### config.mk
export PLATFORM = sky130hd
export DESIGN_NAME = pcileech_cfgspace_arbiter_flat
export DESIGN_NICKNAME = d
export VERILOG_FILES = /design/src/rtl/pcileech_cfgspace_arb_pkg.sv /design/src/rtl/pcileech_cfgspace_arbiter_if.sv /design/src/rtl/pcileech_cfgspace_req_fifo.sv /design/src/rtl/pcileech_cfgspace_arbiter.sv /design/src/flat_wrapper.sv
export SDC_FILE = /design/constraint.sdc
export NUM_CORES = 1
export LEC_CHECK = 0
export BUFFER_PORTS_ARGS = -buffer_cell sky130_fd_sc_hd__buf_2
export CORE_ASPECT_RATIO = 0.8
export CORE_MARGIN = 2
export CORE_UTILIZATION = 30
export DETAILED_ROUTE_END_ITERATION = 16
export SETUP_SLACK_MARGIN = 0.4
export SLEW_MARGIN = 15
export SYNTH_ARGS = -nofsm -noshare
export SYNTH_HDL_FRONTEND = slang
export SYNTH_HIERARCHICAL = 1
export SYNTH_SLANG_ARGS = --single-unit
### constraint.sdc
create_clock -name clk_pcie -period 12.65 [get_ports clk_pcie]
set_input_delay 3.795 -clock clk_pcie [delete_from_list [all_inputs] [get_ports clk_pcie]]
set_output_delay 3.795 -clock clk_pcie [all_outputs]
set_load 0.02 [all_outputs]
### src/rtl/pcileech_cfgspace_arb_pkg.sv
// Shared types and constants for the shadow config-space BRAM request arbiter.
package pcileech_cfgspace_arb_pkg;

  // Source type driven on bram_tp for every issued request.
  localparam logic [1:0] SRC_IDLE = 2'b00;
  localparam logic [1:0] SRC_TLP  = 2'b01;
  localparam logic [1:0] SRC_USB  = 2'b10;
  localparam logic [1:0] SRC_INT  = 2'b11;

  // One queued or candidate BRAM request.
  typedef struct packed {
    logic        wr;
    logic [9:0]  addr;
    logic [3:0]  be;
    logic [31:0] data;
    logic [7:0]  tag;
    logic [15:0] reqid;
  } cfgarb_req_t;

  // Byte enables only survive on writes; reads always issue with be = 0.
  function automatic logic [3:0] cfgarb_be_gate(input logic wr, input logic [3:0] be);
    return wr ? be : 4'b0000;
  endfunction

endpackage

### src/rtl/pcileech_cfgspace_arbiter_if.sv
// Request and issue bus of the config-space arbiter. The requester side
// (TLP/USB/internal sources) uses master; the arbiter uses slave.
interface pcileech_cfgspace_arbiter_if;

  logic        cfgtlp_wren;

  logic        tlp_req_valid;
  logic        tlp_req_wr;
  logic [9:0]  tlp_req_addr;
  logic [3:0]  tlp_req_be;
  logic [31:0] tlp_req_data;
  logic [7:0]  tlp_req_tag;
  logic [15:0] tlp_req_reqid;

  logic        usb_req_valid;
  logic        usb_req_wr;
  logic        usb_req_addr_lo;
  logic [9:0]  usb_req_addr;
  logic [3:0]  usb_req_be;
  logic [31:0] usb_req_data;

  logic        int_req_valid;
  logic        int_req_ready;
  logic        int_req_wr;
  logic [9:0]  int_req_addr;
  logic [3:0]  int_req_be;
  logic [31:0] int_req_data;

  logic [9:0]  bram_addr;
  logic [3:0]  bram_wr_be;
  logic [31:0] bram_wr_data;
  logic [7:0]  bram_tag;
  logic [1:0]  bram_tp;
  logic [15:0] bram_reqid;
  logic        bram_tlpwr;

  logic        tlp_ovf;
  logic        usb_ovf;

  modport master (
    output cfgtlp_wren,
    output tlp_req_valid, tlp_req_wr, tlp_req_addr, tlp_req_be, tlp_req_data,
           tlp_req_tag, tlp_req_reqid,
    output usb_req_valid, usb_req_wr, usb_req_addr_lo, usb_req_addr, usb_req_be,
           usb_req_data,
    output int_req_valid, int_req_wr, int_req_addr, int_req_be, int_req_data,
    input  int_req_ready,
    input  bram_addr, bram_wr_be, bram_wr_data, bram_tag, bram_tp, bram_reqid,
           bram_tlpwr,
    input  tlp_ovf, usb_ovf
  );

  modport slave (
    input  cfgtlp_wren,
    input  tlp_req_valid, tlp_req_wr, tlp_req_addr, tlp_req_be, tlp_req_data,
           tlp_req_tag, tlp_req_reqid,
    input  usb_req_valid, usb_req_wr, usb_req_addr_lo, usb_req_addr, usb_req_be,
           usb_req_data,
    input  int_req_valid, int_req_wr, int_req_addr, int_req_be, int_req_data,
    output int_req_ready,
    output bram_addr, bram_wr_be, bram_wr_data, bram_tag, bram_tp, bram_reqid,
           bram_tlpwr,
    output tlp_ovf, usb_ovf
  );

endinterface

### src/rtl/pcileech_cfgspace_req_fifo.sv
// Small synchronous request FIFO. The head is visible the cycle after a push
// into an empty queue; a push into a full queue is accepted only when the
// same cycle pops.
module pcileech_cfgspace_req_fifo
  import pcileech_cfgspace_arb_pkg::*;
#(
  parameter int unsigned DEPTH = 2
) (
  input  logic        clk,
  input  logic        rst,
  input  logic        push,
  input  cfgarb_req_t push_data,
  input  logic        pop,
  output logic        full,
  output logic        empty,
  output cfgarb_req_t head
);

  localparam int unsigned PTR_W = (DEPTH > 1) ? $clog2(DEPTH) : 1;

  cfgarb_req_t      mem_q [DEPTH];
  cfgarb_req_t      mem_d [DEPTH];
  logic [PTR_W-1:0] wr_ptr_q, wr_ptr_d;
  logic [PTR_W-1:0] rd_ptr_q, rd_ptr_d;
  logic [PTR_W:0]   count_q, count_d;
  logic             accept;
  logic             do_pop;

  assign full  = (count_q == (PTR_W + 1)'(DEPTH));
  assign empty = (count_q == '0);
  assign head  = mem_q[rd_ptr_q];

  // Next pointer/count/storage state from accepted pushes and pops.
  always_comb begin
    accept   = push && (!full || pop);
    do_pop   = pop && !empty;
    wr_ptr_d = wr_ptr_q;
    rd_ptr_d = rd_ptr_q;
    count_d  = count_q;
    mem_d    = mem_q;
    if (accept) begin
      mem_d[wr_ptr_q] = push_data;
      wr_ptr_d        = wr_ptr_q + PTR_W'(1);
    end
    if (do_pop) begin
      rd_ptr_d = rd_ptr_q + PTR_W'(1);
    end
    unique case ({accept, do_pop})
      2'b10:   count_d = count_q + (PTR_W + 1)'(1);
      2'b01:   count_d = count_q - (PTR_W + 1)'(1);
      default: count_d = count_q;
    endcase
  end

  // Pointer and occupancy registers; reset empties the queue.
  always_ff @(posedge clk) begin
    if (rst) begin
      wr_ptr_q <= '0;
      rd_ptr_q <= '0;
      count_q  <= '0;
    end else begin
      wr_ptr_q <= wr_ptr_d;
      rd_ptr_q <= rd_ptr_d;
      count_q  <= count_d;
    end
  end

  // Entry storage; contents are don't-care while the queue is empty.
  always_ff @(posedge clk) begin
    mem_q <= mem_d;
  end

endmodule

### src/rtl/pcileech_cfgspace_arbiter.sv
// Arbiter/scheduler for the shadow config-space BRAM request port. Queues
// TLP and USB requests, accepts internal requests by valid/ready, grants one
// request per cycle and inserts a bubble on the BRAM read-modify-write hazard.
module pcileech_cfgspace_arbiter
  import pcileech_cfgspace_arb_pkg::*;
#(
  parameter int unsigned TLP_DEPTH  = 2,
  parameter int unsigned USB_DEPTH  = 4,
  parameter int unsigned STARVE_MAX = 15
) (
  input  logic                         clk_pcie,
  input  logic                         rst,
  pcileech_cfgspace_arbiter_if.slave   bus
);

  cfgarb_req_t tlp_in, usb_in, int_in;
  cfgarb_req_t tlp_head, usb_head, cand;
  logic        tlp_full, tlp_empty, tlp_pop;
  logic        usb_full, usb_empty, usb_pop;
  logic [1:0]  cand_src;
  logic        int_starved, hazard, grant, int_grant;

  logic [3:0]  int_age_q, int_age_d;
  logic [9:0]  bram_addr_q, bram_addr_d;
  logic [3:0]  bram_wr_be_q, bram_wr_be_d;
  logic [31:0] bram_wr_data_q, bram_wr_data_d;
  logic [7:0]  bram_tag_q, bram_tag_d;
  logic [1:0]  bram_tp_q, bram_tp_d;
  logic [15:0] bram_reqid_q, bram_reqid_d;
  logic        bram_tlpwr_q, bram_tlpwr_d;
  logic        tlp_ovf_q, tlp_ovf_d;
  logic        usb_ovf_q, usb_ovf_d;

  // USB requests carry the address low bit in the tag; internal requests
  // carry no tag or requester id.
  assign tlp_in = '{wr: bus.tlp_req_wr, addr: bus.tlp_req_addr, be: bus.tlp_req_be,
                    data: bus.tlp_req_data, tag: bus.tlp_req_tag,
                    reqid: bus.tlp_req_reqid};
  assign usb_in = '{wr: bus.usb_req_wr, addr: bus.usb_req_addr, be: bus.usb_req_be,
                    data: bus.usb_req_data, tag: {7'h00, bus.usb_req_addr_lo},
                    reqid: 16'h0000};
  assign int_in = '{wr: bus.int_req_wr, addr: bus.int_req_addr, be: bus.int_req_be,
                    data: bus.int_req_data, tag: 8'h00, reqid: 16'h0000};

  pcileech_cfgspace_req_fifo #(.DEPTH(TLP_DEPTH)) u_tlp_fifo (
    .clk       (clk_pcie),
    .rst       (rst),
    .push      (bus.tlp_req_valid),
    .push_data (tlp_in),
    .pop       (tlp_pop),
    .full      (tlp_full),
    .empty     (tlp_empty),
    .head      (tlp_head)
  );

  pcileech_cfgspace_req_fifo #(.DEPTH(USB_DEPTH)) u_usb_fifo (
    .clk       (clk_pcie),
    .rst       (rst),
    .push      (bus.usb_req_valid),
    .push_data (usb_in),
    .pop       (usb_pop),
    .full      (usb_full),
    .empty     (usb_empty),
    .head      (usb_head)
  );

  // Candidate selection, hazard compare and grant decode.
  always_comb begin
    int_starved = bus.int_req_valid && (32'(int_age_q) >= STARVE_MAX);
    cand_src    = SRC_IDLE;
    cand        = '0;
    if (!tlp_empty) begin
      cand_src = SRC_TLP;
      cand     = tlp_head;
    end else if (int_starved) begin
      cand_src = SRC_INT;
      cand     = int_in;
    end else if (!usb_empty) begin
      cand_src = SRC_USB;
      cand     = usb_head;
    end else if (bus.int_req_valid) begin
      cand_src = SRC_INT;
      cand     = int_in;
    end
    // The BRAM write path is read-modify-write, so any access (read or write)
    // to the address of an in-flight enabled write must wait one cycle.
    hazard    = (bram_wr_be_q != 4'b0000) && (cand.addr == bram_addr_q);
    grant     = (cand_src != SRC_IDLE) && !hazard && !rst;
    tlp_pop   = grant && (cand_src == SRC_TLP);
    usb_pop   = grant && (cand_src == SRC_USB);
    int_grant = grant && (cand_src == SRC_INT);
  end

  assign bus.int_req_ready = int_grant;

  // Internal-requester wait age, saturating at 15.
  always_comb begin
    int_age_d = int_age_q;
    if (!bus.int_req_valid || int_grant) begin
      int_age_d = '0;
    end else if (int_age_q != 4'hF) begin
      int_age_d = int_age_q + 4'd1;
    end
  end

  // Next output-register contents and sticky overflow flags.
  always_comb begin
    bram_addr_d    = '0;
    bram_wr_be_d   = '0;
    bram_wr_data_d = '0;
    bram_tag_d     = '0;
    bram_tp_d      = SRC_IDLE;
    bram_reqid_d   = '0;
    bram_tlpwr_d   = 1'b0;
    if (grant) begin
      bram_addr_d    = cand.addr;
      bram_wr_data_d = cand.data;
      bram_tag_d     = cand.tag;
      bram_reqid_d   = cand.reqid;
      bram_tp_d      = cand_src;
      if (cand_src == SRC_TLP) begin
        bram_wr_be_d = cfgarb_be_gate(cand.wr && bus.cfgtlp_wren, cand.be);
        bram_tlpwr_d = cand.wr;
      end else begin
        bram_wr_be_d = cfgarb_be_gate(cand.wr, cand.be);
      end
    end
    tlp_ovf_d = tlp_ovf_q || (bus.tlp_req_valid && tlp_full && !tlp_pop);
    usb_ovf_d = usb_ovf_q || (bus.usb_req_valid && usb_full && !usb_pop);
  end

  // Registered outputs, age counter and overflow flags.
  always_ff @(posedge clk_pcie) begin
    if (rst) begin
      int_age_q      <= '0;
      bram_addr_q    <= '0;
      bram_wr_be_q   <= '0;
      bram_wr_data_q <= '0;
      bram_tag_q     <= '0;
      bram_tp_q      <= SRC_IDLE;
      bram_reqid_q   <= '0;
      bram_tlpwr_q   <= 1'b0;
      tlp_ovf_q      <= 1'b0;
      usb_ovf_q      <= 1'b0;
    end else begin
      int_age_q      <= int_age_d;
      bram_addr_q    <= bram_addr_d;
      bram_wr_be_q   <= bram_wr_be_d;
      bram_wr_data_q <= bram_wr_data_d;
      bram_tag_q     <= bram_tag_d;
      bram_tp_q      <= bram_tp_d;
      bram_reqid_q   <= bram_reqid_d;
      bram_tlpwr_q   <= bram_tlpwr_d;
      tlp_ovf_q      <= tlp_ovf_d;
      usb_ovf_q      <= usb_ovf_d;
    end
  end

  assign bus.bram_addr    = bram_addr_q;
  assign bus.bram_wr_be   = bram_wr_be_q;
  assign bus.bram_wr_data = bram_wr_data_q;
  assign bus.bram_tag     = bram_tag_q;
  assign bus.bram_tp      = bram_tp_q;
  assign bus.bram_reqid   = bram_reqid_q;
  assign bus.bram_tlpwr   = bram_tlpwr_q;
  assign bus.tlp_ovf      = tlp_ovf_q;
  assign bus.usb_ovf      = usb_ovf_q;

endmodule

### src/flat_wrapper.sv
// flat-port wrapper written by rule: the top's interface ports become plain ports
module pcileech_cfgspace_arbiter_flat import pcileech_cfgspace_arb_pkg::*;
#(
  parameter int unsigned TLP_DEPTH  = 2,
  parameter int unsigned USB_DEPTH  = 4,
  parameter int unsigned STARVE_MAX = 15
)
  (clk_pcie, rst, bus_cfgtlp_wren, bus_tlp_req_valid, bus_tlp_req_wr, bus_tlp_req_addr, bus_tlp_req_be, bus_tlp_req_data, bus_tlp_req_tag, bus_tlp_req_reqid, bus_usb_req_valid, bus_usb_req_wr, bus_usb_req_addr_lo, bus_usb_req_addr, bus_usb_req_be, bus_usb_req_data, bus_int_req_valid, bus_int_req_wr, bus_int_req_addr, bus_int_req_be, bus_int_req_data, bus_int_req_ready, bus_bram_addr, bus_bram_wr_be, bus_bram_wr_data, bus_bram_tag, bus_bram_tp, bus_bram_reqid, bus_bram_tlpwr, bus_tlp_ovf, bus_usb_ovf);
  pcileech_cfgspace_arbiter_if bus_i ();
  input  logic clk_pcie;
  input  logic rst;
  input wire logic [$bits(bus_i.cfgtlp_wren)-1:0] bus_cfgtlp_wren;
  input wire logic [$bits(bus_i.tlp_req_valid)-1:0] bus_tlp_req_valid;
  input wire logic [$bits(bus_i.tlp_req_wr)-1:0] bus_tlp_req_wr;
  input wire logic [$bits(bus_i.tlp_req_addr)-1:0] bus_tlp_req_addr;
  input wire logic [$bits(bus_i.tlp_req_be)-1:0] bus_tlp_req_be;
  input wire logic [$bits(bus_i.tlp_req_data)-1:0] bus_tlp_req_data;
  input wire logic [$bits(bus_i.tlp_req_tag)-1:0] bus_tlp_req_tag;
  input wire logic [$bits(bus_i.tlp_req_reqid)-1:0] bus_tlp_req_reqid;
  input wire logic [$bits(bus_i.usb_req_valid)-1:0] bus_usb_req_valid;
  input wire logic [$bits(bus_i.usb_req_wr)-1:0] bus_usb_req_wr;
  input wire logic [$bits(bus_i.usb_req_addr_lo)-1:0] bus_usb_req_addr_lo;
  input wire logic [$bits(bus_i.usb_req_addr)-1:0] bus_usb_req_addr;
  input wire logic [$bits(bus_i.usb_req_be)-1:0] bus_usb_req_be;
  input wire logic [$bits(bus_i.usb_req_data)-1:0] bus_usb_req_data;
  input wire logic [$bits(bus_i.int_req_valid)-1:0] bus_int_req_valid;
  input wire logic [$bits(bus_i.int_req_wr)-1:0] bus_int_req_wr;
  input wire logic [$bits(bus_i.int_req_addr)-1:0] bus_int_req_addr;
  input wire logic [$bits(bus_i.int_req_be)-1:0] bus_int_req_be;
  input wire logic [$bits(bus_i.int_req_data)-1:0] bus_int_req_data;
  output wire logic [$bits(bus_i.int_req_ready)-1:0] bus_int_req_ready;
  output wire logic [$bits(bus_i.bram_addr)-1:0] bus_bram_addr;
  output wire logic [$bits(bus_i.bram_wr_be)-1:0] bus_bram_wr_be;
  output wire logic [$bits(bus_i.bram_wr_data)-1:0] bus_bram_wr_data;
  output wire logic [$bits(bus_i.bram_tag)-1:0] bus_bram_tag;
  output wire logic [$bits(bus_i.bram_tp)-1:0] bus_bram_tp;
  output wire logic [$bits(bus_i.bram_reqid)-1:0] bus_bram_reqid;
  output wire logic [$bits(bus_i.bram_tlpwr)-1:0] bus_bram_tlpwr;
  output wire logic [$bits(bus_i.tlp_ovf)-1:0] bus_tlp_ovf;
  output wire logic [$bits(bus_i.usb_ovf)-1:0] bus_usb_ovf;
  assign bus_i.cfgtlp_wren = bus_cfgtlp_wren;
  assign bus_i.tlp_req_valid = bus_tlp_req_valid;
  assign bus_i.tlp_req_wr = bus_tlp_req_wr;
  assign bus_i.tlp_req_addr = bus_tlp_req_addr;
  assign bus_i.tlp_req_be = bus_tlp_req_be;
  assign bus_i.tlp_req_data = bus_tlp_req_data;
  assign bus_i.tlp_req_tag = bus_tlp_req_tag;
  assign bus_i.tlp_req_reqid = bus_tlp_req_reqid;
  assign bus_i.usb_req_valid = bus_usb_req_valid;
  assign bus_i.usb_req_wr = bus_usb_req_wr;
  assign bus_i.usb_req_addr_lo = bus_usb_req_addr_lo;
  assign bus_i.usb_req_addr = bus_usb_req_addr;
  assign bus_i.usb_req_be = bus_usb_req_be;
  assign bus_i.usb_req_data = bus_usb_req_data;
  assign bus_i.int_req_valid = bus_int_req_valid;
  assign bus_i.int_req_wr = bus_int_req_wr;
  assign bus_i.int_req_addr = bus_int_req_addr;
  assign bus_i.int_req_be = bus_int_req_be;
  assign bus_i.int_req_data = bus_int_req_data;
  assign bus_int_req_ready = bus_i.int_req_ready;
  assign bus_bram_addr = bus_i.bram_addr;
  assign bus_bram_wr_be = bus_i.bram_wr_be;
  assign bus_bram_wr_data = bus_i.bram_wr_data;
  assign bus_bram_tag = bus_i.bram_tag;
  assign bus_bram_tp = bus_i.bram_tp;
  assign bus_bram_reqid = bus_i.bram_reqid;
  assign bus_bram_tlpwr = bus_i.bram_tlpwr;
  assign bus_tlp_ovf = bus_i.tlp_ovf;
  assign bus_usb_ovf = bus_i.usb_ovf;
  pcileech_cfgspace_arbiter #(.TLP_DEPTH(TLP_DEPTH), .USB_DEPTH(USB_DEPTH), .STARVE_MAX(STARVE_MAX)) u_core (.clk_pcie(clk_pcie), .rst(rst), .bus(bus_i));
endmodule
==> impl_summary.md, run 1 <==
Timing
The fmax is 96.2 MHz. The actual slew at the worst max-slew pin is 1.02 ns. After layout, the worst path uses 82.2% of the clock period. The setup TNS is 0 ns.

On the final layout, the worst clock skew is 0.0312 ns. Setup violations remaining at the end of the flow were counted as 0. In this run the tightest slew margin relative to its limit is 31.7%. Setup repair after global routing left no endpoint under its margin.

The number of pins exceeding their max-slew limit in the final report is 0. The count of endpoints failing hold in the final timing report is 0. The clock period could shrink to 10.40 ns.

GRT
Entering global routing, the biggest net connects 77 pins. The total global routing overflow is 0. Global routing used 14.7% of the available tracks. The first global-routing pass estimated 77.9 mm of wire. The via count of the first global-routing pass is 12100. The number of antenna violations at the first check in global routing is 14.

Synth
The average instance in the mapped netlist occupies 17.2 sq um. Yosys attributes the largest share of cell area to edfxtp_1, dfxtp_1, mux4_1. The sequential share of the synthesized area is 70.7%. In this run the cell area of the synthesized design comes to 20600 sq um. After synthesis, the largest area contributor takes up 61.9% of total cell area.

The fraction of registers with async set or reset after synthesis is 0%. The largest area contributor in the netlist is edfxtp_1. The count of flip-flops with a built-in enable after synthesis is 426. In the synthesized netlist the dominant register cell turns out to be edfxtp_1. For this run, the number of Yosys warnings is 6. Synthesis produced 1199 cells. The number of different library cells in the post-synthesis netlist is 67. The number of storage elements in the synthesis netlist is 516.

Route
In the final routing, the length of wire on met1 measures 23.5 mm. The total number of vias is 12000. The first routing iteration left 978 violations. In the routed design, unresolved DRC markers number 0. The count of nets left with antenna violations after detail routing is 0. The wire length on met3 is 3.81 mm. The per-cell via count in the routed design is 4.77.

The total wire length is 53.1 mm. After detailed routing, the met2 layer carries 24.7 mm of wire. The first TritonRoute pass finished after 5 iterations.

The post-detailed-route wirelength per cell is 21.2 microns. The detailed router used layers up to and including met5.

Outcome
The flow ran to the end, and the final reports show no timing, DRC or antenna violations.

Placement
Including well taps, the total number of placed cells is 2400. Port buffering added 247 buffers. Routability-driven placement finished with a final weighted congestion of 0.835. Detailed placement finished with a half-perimeter wire length of 34.0 mm.

Critical path
The biggest fanout along the worst timing path is 76. The type of element launching the critical path is an input port. Setup slack on the worst reg-to-reg path comes out at 6.70 ns. The required time at the endpoint of the critical path is 8.85 ns.

The capturing point of the worst reg2reg path is u_core/u_usb_fifo/count_q[2]. The worst setup path is of the in -> out kind. The startpoint identified for the worst register-to-register timing path is u_core/u_usb_fifo/rd_ptr_q[0]. The worst setup path is captured at a primary output. STA puts the critical path data arrival time at 6.60 ns. Counting cells, the worst reg-to-reg path comes to 17.

Clock tree
The number of gates resized after CTS was 0. The CTS tree is done. For this design, the CTS-stage hold fixing added 0 buffers.

The maximum number of buffers from clock root to sink is 3. The cell at the root of the clock tree is clkbuf_16. The clock latency reported for the late side of the worst-skew pair is 0.62 ns. The clock net in this run drives a total of 516 sinks.

Once the clock tree was built, the setup fixing pass inserted 0 buffers. The clock tree synthesis step divided the H-tree into 2 levels. The clock slew at the register clock pins of the worst setup and hold paths is 0.06 ns. The TritonCTS buffer count is 53.

Final layout
The ratio of cells with drive above 1 in the final layout is 30.3%. The final layout contains 1711 nets. The area growth from synthesis to layout is 21.2%.

The library cells used most frequently in the layout, excluding fill and tap cells, are edfxtp_1, buf_2, conb_1. The final non-filler cell total is 2510. The leading cell type in the layout, fill and taps excluded is edfxtp_1.

Job
The max-cap violation count is 0.

Floorplan
The die covers 71000 sq um. The area of the core region is 68500 sq um. The floorplan has 86 rows.

During I/O placement, the number of pins put on the boundary was 248. The starting utilization of the core area is 30.1%. The die is 297 microns wide. The vertical die dimension is 239 microns.

Pwr
The leakage power is 0.00877 uW. The power per cell area is 199 nW/um^2. Across the VDD grid, the largest voltage drop is 0.206 mV.

Worst hold path
The destination of the worst hold path is u_core/u_usb_fifo/wr_ptr_q[1]. The tightest min-delay check is of the reg -> reg type. The number of stages on the worst hold path is 2. The startpoint of the worst hold path is u_core/u_usb_fifo/wr_ptr_q[1].
worst max-delay path, stage by stage:
cell and delay [ns]:
buf_2 0.21, a41oi_4 0.43, buf_4 0.54, a21oi_1 0.14, mux2i_1 0.21, a41o_4 0.86
a2111oi_2 0.19, buf_2 0.22
synthesized netlist by cell type (7+ instances only):
master     count
xor2_1        14
ha_1           7
a21o_1        55
a21oi_1       11
buf_6          8
inv_1         20
o21ai_0       17
buf_2         22
a2111oi_0     25
o211ai_1      28
mux4_1        42
buf_4          8
mux4_2        29
or2_2          7
mux2_2        65
nand3_1       10
o221ai_1       7
a211oi_1      14
dfxtp_1       90
nor2_1        51
mux2_1         9
nand2_1       71
a22oi_1        8
and2_1         7
clkbuf_1      38
edfxtp_1     426
a221oi_1      28
layout make-up:
class                   count  area (sq um)
well taps                 924          1160
repair buffers            267          1390
fillers                  6437         43500
inverters                  22          82.6
multi-input cells         671          5950
clock inverters            35           383
clock buffers              65          1430
flip-flops and latches    516         14600
diodes                     10          25.0
flip-flops by register name (all words and copies together) (netlist names):
name                        count
u_core/bus.usb_ovf              1
u_core/bus.bram_addr           10
u_core/u_tlp_fifo/mem_q       142
u_core/bus.bram_tp              2
u_core/u_tlp_fifo/count_q       2
u_core/bus.bram_wr_data        32
u_core/bus.bram_wr_be           4
u_core/u_usb_fifo/rd_ptr_q      2
u_core/u_usb_fifo/mem_q       284
u_core/bus.bram_tag             8
u_core/int_age_q                4
u_core/u_tlp_fifo/wr_ptr_q      1
u_core/u_usb_fifo/wr_ptr_q      2
u_core/bus.tlp_ovf              1
u_core/u_usb_fifo/count_q       3
u_core/bus.bram_tlpwr           1
u_core/bus.bram_reqid          16
u_core/u_tlp_fifo/rd_ptr_q      1
where the power goes:
part           internal [uW]  switching (uW)  total (uW)
Sequential              2050            99.0        2150
Clock                    936             676        1610
Combinational            420             798        1220
Total                   3400            1570        4980
per-layer routing:
layer | vias to the layer above | global-route usage, %
li1 | 5425 | -
met1 | 6033 | 20.1
met2 | 441 | 23.5
met3 | 73 | 3.31
met4 | 6 | 4.42
met5 | - | 0
worst max path at each step:
| stage | from | end | slack, ns | depth (start not counted) |
|---|---|---|---|---|
| floorplan | bus_int_req_valid | bus_int_req_ready | 2.91 | 9 |
| global placement | bus_int_req_valid | bus_int_req_ready | 2.26 | 8 |
| detailed placement | bus_int_req_valid | bus_int_req_ready | 2.21 | 8 |
| CTS | bus_int_req_valid | bus_int_req_ready | 2.20 | 8 |
| global route | bus_int_req_valid | bus_int_req_ready | 2.08 | 8 |
| finish | bus_int_req_valid | bus_int_req_ready | 2.25 | 8 |
cell families (layout without fill, tap and decap cells):
| family | Yosys count | in the layout | share of synthesized area [%] |
|---|---|---|---|
| AO/OA/AOI/OAI | 232 | 232 | 9.00 |
| XOR/XNOR | 17 | 17 | 0.721 |
| buffers and inverters | 103 | 389 | 2.52 |
| adder cells (fa/ha/maj) | 8 | 8 | 0.521 |
| AND/OR/NAND/NOR | 172 | 172 | 3.76 |
| other | 1 | 102 | 0.0182 |
| multiplexers | 150 | 150 | 12.8 |
| flip-flops | 516 | 516 | 70.7 |
per-stage QoR:
stage	hold slack, ns	setup WS, ns	utilization (%)	instance area, sq um	total power (uW)
final	0.531	2.25	36.5	25000	4980
after CTS	0.522	2.20	36.5	25000	5040
after floorplan	0.479	2.91	-	21000	2970
after global placement	0.496	2.26	33.8	23200	3380
after detailed placement	0.510	2.21	33.8	23200	3410
after global routing	0.556	2.08	36.5	25000	5200
Power figures use the tool's default switching activity.
==> run 2, diff against run 1 <==
Clock period 12.65 ns to 8.6 ns, I/O delays scaled along.
==> impl_summary.md, run 2 (same netlist as run 1, synthesis figures left out) <==
Final layout
The area overhead of the layout relative to synthesis came to 21.3% (about the same). The number of nets in the layout came to 1710 (-0.058%). The ratio of cells with drive above 1 in the final layout was 30.7% (+0.38 points).

The leading cell type in the layout, fill and taps excluded is edfxtp_1. The flip-flop count of the largest register after layout is 284 (unchanged). In the layout the commonest cells are edfxtp_1, buf_2, conb_1. The post-route core utilization is 36.5% (about the same).

The register with the most flip-flops is u_core/u_usb_fifo/mem_q. The final non-filler cell total is 2504 (-0.24%).

Job
The max-cap violation count is 0 (unchanged).

Timing
The ratio of final minimum period to clock period is 85.5%. The setup-violating endpoint count in the final report is 0 (unchanged). The clock skew after layout is 0.0448 ns (+0.0137 ns). The fmax is 136 MHz.

The shortest period the worst path allows is 7.36 ns. The number of pins exceeding their max-slew limit in the final report is 0 (unchanged). The actual slew at the worst max-slew pin was 1.19 ns (+0.168 ns). Setup repair after global routing left no endpoint under its margin. The setup TNS is 0 ns (unchanged). The worst slew margin relative to its limit is 19.9% (-12 points). The count of endpoints failing hold in the final timing report is 0 (unchanged).

Clock tree
The maximum number of buffers from clock root to sink is 3 (unchanged). The deepest level of the CTS H-tree is 2 (unchanged). The hold buffer count at cts is 0 (unchanged). The cell at the root of the clock tree is clkbuf_16. The TritonCTS buffer count is 51 (-3.8%). The clock latency reported for the late side of the worst-skew pair is 0.62 ns (about the same).

TritonCTS built the clock tree. The post-cts resize count came to 0 (unchanged). The post-CTS setup repair buffer count is 0 (unchanged). The TritonCTS sink count was 516 (unchanged). The clock slew at the register clock pins of the worst setup and hold paths is 0.07 ns (about the same).

Worst hold path
The startpoint of the worst hold path is u_core/u_usb_fifo/wr_ptr_q[1]. The destination of the worst hold path is u_core/u_usb_fifo/wr_ptr_q[1]. The class of the tightest hold or removal check is reg -> reg.

The number of stages on the worst hold path is 2 (unchanged).

Route
The per-cell via count in the routed design is 4.81 (+0.78%). The detailed router's first-iteration violation count came to 1005 (+2.8%). The total number of vias came to 12000 (+0.54%). The DRC violation count after routing came to 0 (unchanged). The post-detailed-route wirelength per cell was 21.5 microns (+1.5%). The total wire length is 53.8 mm (+1.2%). The count of nets left with antenna violations after detail routing is 0 (unchanged). The total iterations of the first detailed-routing run came to 6 (+1).

Floorplan
The starting utilization of the core area is 30.1% (unchanged). The die width is 297 microns (unchanged). The count of pins on the block boundary is 248 (unchanged). The die footprint was 71000 sq um (unchanged).

The cell row count was 86 (unchanged). The area of the core region is 68500 sq um (unchanged). The vertical die dimension is 239 microns (unchanged).

Placement
The number of placed instances with taps included is 2401 (+0.042%). The sum of net half-perimeters after detailed placement is 35.2 mm (+3.7%). The number of port buffers is 247 (unchanged). The final estimated routing congestion in global placement is 0.842 (+0.80%).

Critical path
The required time at the endpoint of the critical path is 6.02 ns (-2.83 ns). The launch point of the worst reg-to-reg path is u_core/u_usb_fifo/count_q[0]. The capturing point of the worst reg2reg path is u_core/u_usb_fifo/count_q[2].

The capturing element type of the critical path is a primary output. The worst setup path is launched from an input port. The critical path in this run is classified as in -> out. The register-to-register setup slack is 2.97 ns (-3.73 ns). The worst reg2reg path depth was 17 (unchanged).

The biggest fanout along the worst timing path is 17 (-78%). The worst path arrival time is 4.78 ns (-1.82 ns).

Pwr
The power per cell area is 292 nW/um^2 (+47%). The leakage power is 0.00877 uW (about the same). The maximum ir drop on the vdd rail is 0.342 mV (+66%).

The overall power is 7320 uW (+47%).

GRT
The number of antenna violations at the first check in global routing was 13 (-1). The via count of the first global-routing pass is 12200 (+0.97%). The global router's overall resource usage is 14.9% (+0.17 points). The total global routing overflow is 0 (unchanged). The pin count of the biggest net entering global routing was 76 (-1.3%). The wire length of the first global-routing pass was 78.8 mm (+1.1%).

Outcome
The flow ran to the end, and the final reports show no timing, DRC or antenna violations.
run 2: how the worst max path moves through the flow:
stage	startpoint	end	slack, ns	depth (start not counted)
CTS	bus_int_req_valid	bus_int_req_ready	1.29	8
finish	bus_int_req_valid	bus_int_req_ready	1.24	8
detailed placement	bus_int_req_valid	bus_int_req_ready	1.29	8
floorplan	bus_int_req_valid	u_core/u_tlp_fifo/mem_q[0]	1.01	10
global placement	bus_int_req_valid	bus_int_req_ready	1.40	8
global route	bus_int_req_valid	bus_int_req_ready	1.15	8
run 2: area by class of cell:
class                      instances  area, sq um
inverter                          22         82.6
sequential                       516        14600
clock buffer                      61         1360
antenna                            7         17.5
multi-input combinational        671         5950
tap                              924         1160
timing repair buffer             268         1430
clock inverter                    35          437
fill                            6497        43500
run 2: power breakdown:
part,internal (uW),total [uW],switching (uW),leakage [uW]
sequential,3010,3150,140,0.00468
combinational,622,1820,1200,0.00321
clock,1360,2350,990,0.000872
run 2: per-stage QoR:
step / hold WS, ns / setup WS, ns / instance area [sq um]
floorplan: 0.479 / 1.01 / 21000
CTS: 0.534 / 1.29 / 25000
global route: 0.558 / 1.15 / 25000
global placement: 0.493 / 1.40 / 23200
finish: 0.537 / 1.24 / 25000
detailed placement: 0.520 / 1.29 / 23200
run 2: layer usage:
metal  routed length, microns  GRT usage (%)  up-vias
met5                       69              0        -
met4                     1160           3.99       10
met3                     4240           3.32       91
met2                    24300           23.4      470
met1                    24000           20.9     6056
li1                         -              -     5416
run 2: critical path: stages:
cell and delay, ns:
buf_2 0.21, a41oi_4 0.44, a32oi_1 0.17, a221o_1 0.42
o31ai_4 0.37, and4_4 0.30, a2111oi_2 0.07, buf_2 0.19
==> run 3, diff against run 2 <==
Settings changed: CORE_ASPECT_RATIO 0.8 to 2.
==> impl_summary.md, run 3 (same netlist as run 1, synthesis figures left out) <==
GRT
The global router's overall resource usage came to 14.6% (-0.31 points). The number of antenna violations at the first check in global routing is 28 (+15). The via count of the first global-routing pass is 11900 (-2.4%). The pin count of the biggest net entering global routing is 74 (-2.6%). The total global routing overflow is 0 (unchanged). The wire length of the first global-routing pass is 77.5 mm (-1.7%).

Pwr
The clock share of power was 31.2% (-0.9 points). The switching share of total power came to 31.0% (-0.89 points). The leakage power came to 0.00876 uW (-0.11%). The maximum ir drop on the vdd rail is 0.179 mV (-48%). The power share of the sequential group is 43.5% (+0.5 points).

The internal power is 4990 uW (about the same). The net switching power of the design is 2240 uW (-4.1%). The share of total power in combinational logic is 25.3% (+0.4 points). The power per cell area is 289 nW/um^2 (-1.0%).

Critical path
The required time at the endpoint of the critical path is 6.02 ns (about the same). In this design, the critical path's most frequently occurring cell is buf_2. Walking the worst path, the cells encountered are buf_2 > a41oi_4 > a221oi_1 > a221o_1 > o31ai_4 > and4_4 > a2111oi_2 > buf_2. The worst path arrival time is 5.05 ns (+0.27 ns).

STA classifies the critical path endpoint as a primary output. The family of cells with the greatest summed delay on the critical path is compound AO/OA/AOI/OAI gates. The type of the setup path with the least slack is in -> out. The biggest fanout along the worst timing path is 17 (unchanged). The type of element launching the critical path is an input port. The standard cell with the maximum stage delay on the critical path is a2111oi_2. The number of buffer and inverter instances along the worst setup path is 2 (unchanged). The maximum single-stage delay on the critical path is 0.68 ns (+0.24 ns).

Route
The detailed router's first-iteration violation count was 1049 (+4.4%). The DRC violation count after routing came to 0 (unchanged). The count of nets left with antenna violations after detail routing was 0 (unchanged). The post-detailed-route wirelength per cell is 21.4 microns (-0.60%).

The total number of vias is 12100 (+0.29%). The per-cell via count in the routed design was 4.87 (+1.3%). The total iterations of the first detailed-routing run is 5 (-1). The total wire length is 52.9 mm (-1.6%).

Clock tree
The TritonCTS buffer count is 50 (-2.0%). The TritonCTS sink count was 516 (unchanged). The post-cts resize count is 0 (unchanged).

The clock latency reported for the late side of the worst-skew pair is 0.58 ns (-0.04 ns). The maximum number of buffers from clock root to sink is 3 (unchanged). The tree is rooted in a clkbuf_16. The hold buffer count at cts is 0 (unchanged). The post-CTS setup repair buffer count was 0 (unchanged).

TritonCTS built the clock tree. The deepest level of the CTS H-tree was 2 (unchanged). The clock slew at the register clock pins of the worst setup and hold paths is 0.06 ns (about the same).

Timing
The fmax is 131 MHz (-3.6%). The setup-violating endpoint count in the final report is 0 (unchanged). The setup TNS is 0 ns (unchanged).

The worst setup slack after layout is 0.973 ns (-0.271 ns). The worst slew margin relative to its limit is 35.3% (+15 points). The number of pins exceeding their max-slew limit in the final report is 0 (unchanged). The clock skew after layout is 0.0301 ns (-0.0147 ns). The actual slew at the worst max-slew pin is 0.970 ns (-0.222 ns). The shortest period the worst path allows is 7.63 ns (+0.271 ns). The ratio of final minimum period to clock period is 88.7% (+3.2 points). Setup repair after global routing left no endpoint under its margin.

The count of endpoints failing hold in the final timing report is 0 (unchanged).

Final layout
Relative to the synthesized area, the layout overhead comes to 20.9%. The register with the most flip-flops is u_core/u_usb_fifo/mem_q. The final design area excluding fillers came to 25000 sq um (-0.28%). The leading cell type in the layout, fill and taps excluded is edfxtp_1. The top cell types in the final layout, fill and taps aside, are edfxtp_1, buf_2, conb_1. The flip-flop count of the largest register after layout is 284 (unchanged). The ratio of cells with drive above 1 in the final layout came to 30.2% (-0.46 points).

The number of nets in the layout is 1712 (+0.12%).

Placement
The minimum setup slack after placement is 1.07 ns (-0.227 ns). The final estimated routing congestion in global placement was 0.811 (-3.6%). The sum of net half-perimeters after detailed placement is 34.7 mm (-1.5%). The number of port buffers was 247 (unchanged).

The post-place instance area is 23200 sq um (-0.17%).

Floorplan
The die footprint came to 71100 sq um (+0.16%). The vertical die dimension is 375 microns (+57%). The count of pins on the block boundary was 248 (unchanged). The area of the core region is 68400 sq um (-0.20%). The cell row count came to 136 (+58%). The starting utilization of the core area is 30.2% (+0.061 points).

The die width is 190 microns (-36%).

Job
The max-cap violation count is 0 (unchanged).

Outcome
The flow ran to the end, and the final reports show no timing, DRC or antenna violations.

Worst hold path
The class of the tightest hold or removal check is reg -> reg.
run 3: final cells by class:
type / instances / area [sq um]
fill: 6545 / 43400
multi-input combinational: 671 / 5950
timing repair buffer: 271 / 1470
sequential: 516 / 14600
tap: 897 / 1120
clock inverter: 26 / 299
clock buffer: 68 / 1420
inverter: 22 / 82.6
antenna: 7 / 17.5
run 3: through the flow:
step,util (%),total power [uW],hold slack (ns),cells
4_1_cts,36.4,7280,0.465,2469
3_3_place_gp,33.9,5000,0.462,2375
2_1_floorplan,-,4370,0.479,1290
5_1_grt,36.5,7530,0.484,2473
3_5_place_dp,33.9,5020,0.456,2375
6_report,36.5,7230,0.461,2478
run 3: power groups by stage:
| stage | sequential, uW | combinational (uW) | clock [uW] |
|---|---|---|---|
| 3_3_place_gp | 3200 | 1800 | 0 |
| 2_1_floorplan | 3300 | 1070 | 0 |
| 3_5_place_dp | 3210 | 1810 | 0 |
| 5_1_grt | 3180 | 1960 | 2400 |
| 6_report | 3150 | 1830 | 2250 |
| 4_1_cts | 3160 | 1820 | 2310 |
run 3: path summary, 6_finish.rpt:
path	start	endpoint	slack, ns	depth (start not counted)
worst max-delay path	bus_int_req_valid	bus_int_req_ready	0.97	8
worst min register to register	u_core/bus.tlp_ovf	u_core/bus.tlp_ovf	0.46	2
worst min-delay path	u_core/bus.tlp_ovf	u_core/bus.tlp_ovf	0.46	2
worst max register to register	u_core/u_usb_fifo/rd_ptr_q[0]	u_core/u_usb_fifo/mem_q[204]	3.60	10
run 3: worst register-to-register path: cells and delay by family (launching register included):
family | cells | cell delay (ns)
AO/OA/AOI/OAI | 5 | 1.42
buffers and inverters | 2 | 0.57
flip-flops | 1 | 0.84
multiplexers | 1 | 0.77
AND/OR/NAND/NOR | 2 | 1.04
run 3: layer usage:
| layer | wire (microns) | up-vias | share of wire (%) | global-route usage, % |
|---|---|---|---|---|
| met5 | 162 | - | 0.31 | 0 |
| met4 | 1080 | 24 | 2.0 | 3.63 |
| met3 | 5780 | 97 | 11 | 4.79 |
| met2 | 22700 | 575 | 43 | 21.8 |
| met1 | 23200 | 5965 | 44 | 20.5 |
| li1 | - | 5417 | - | - |
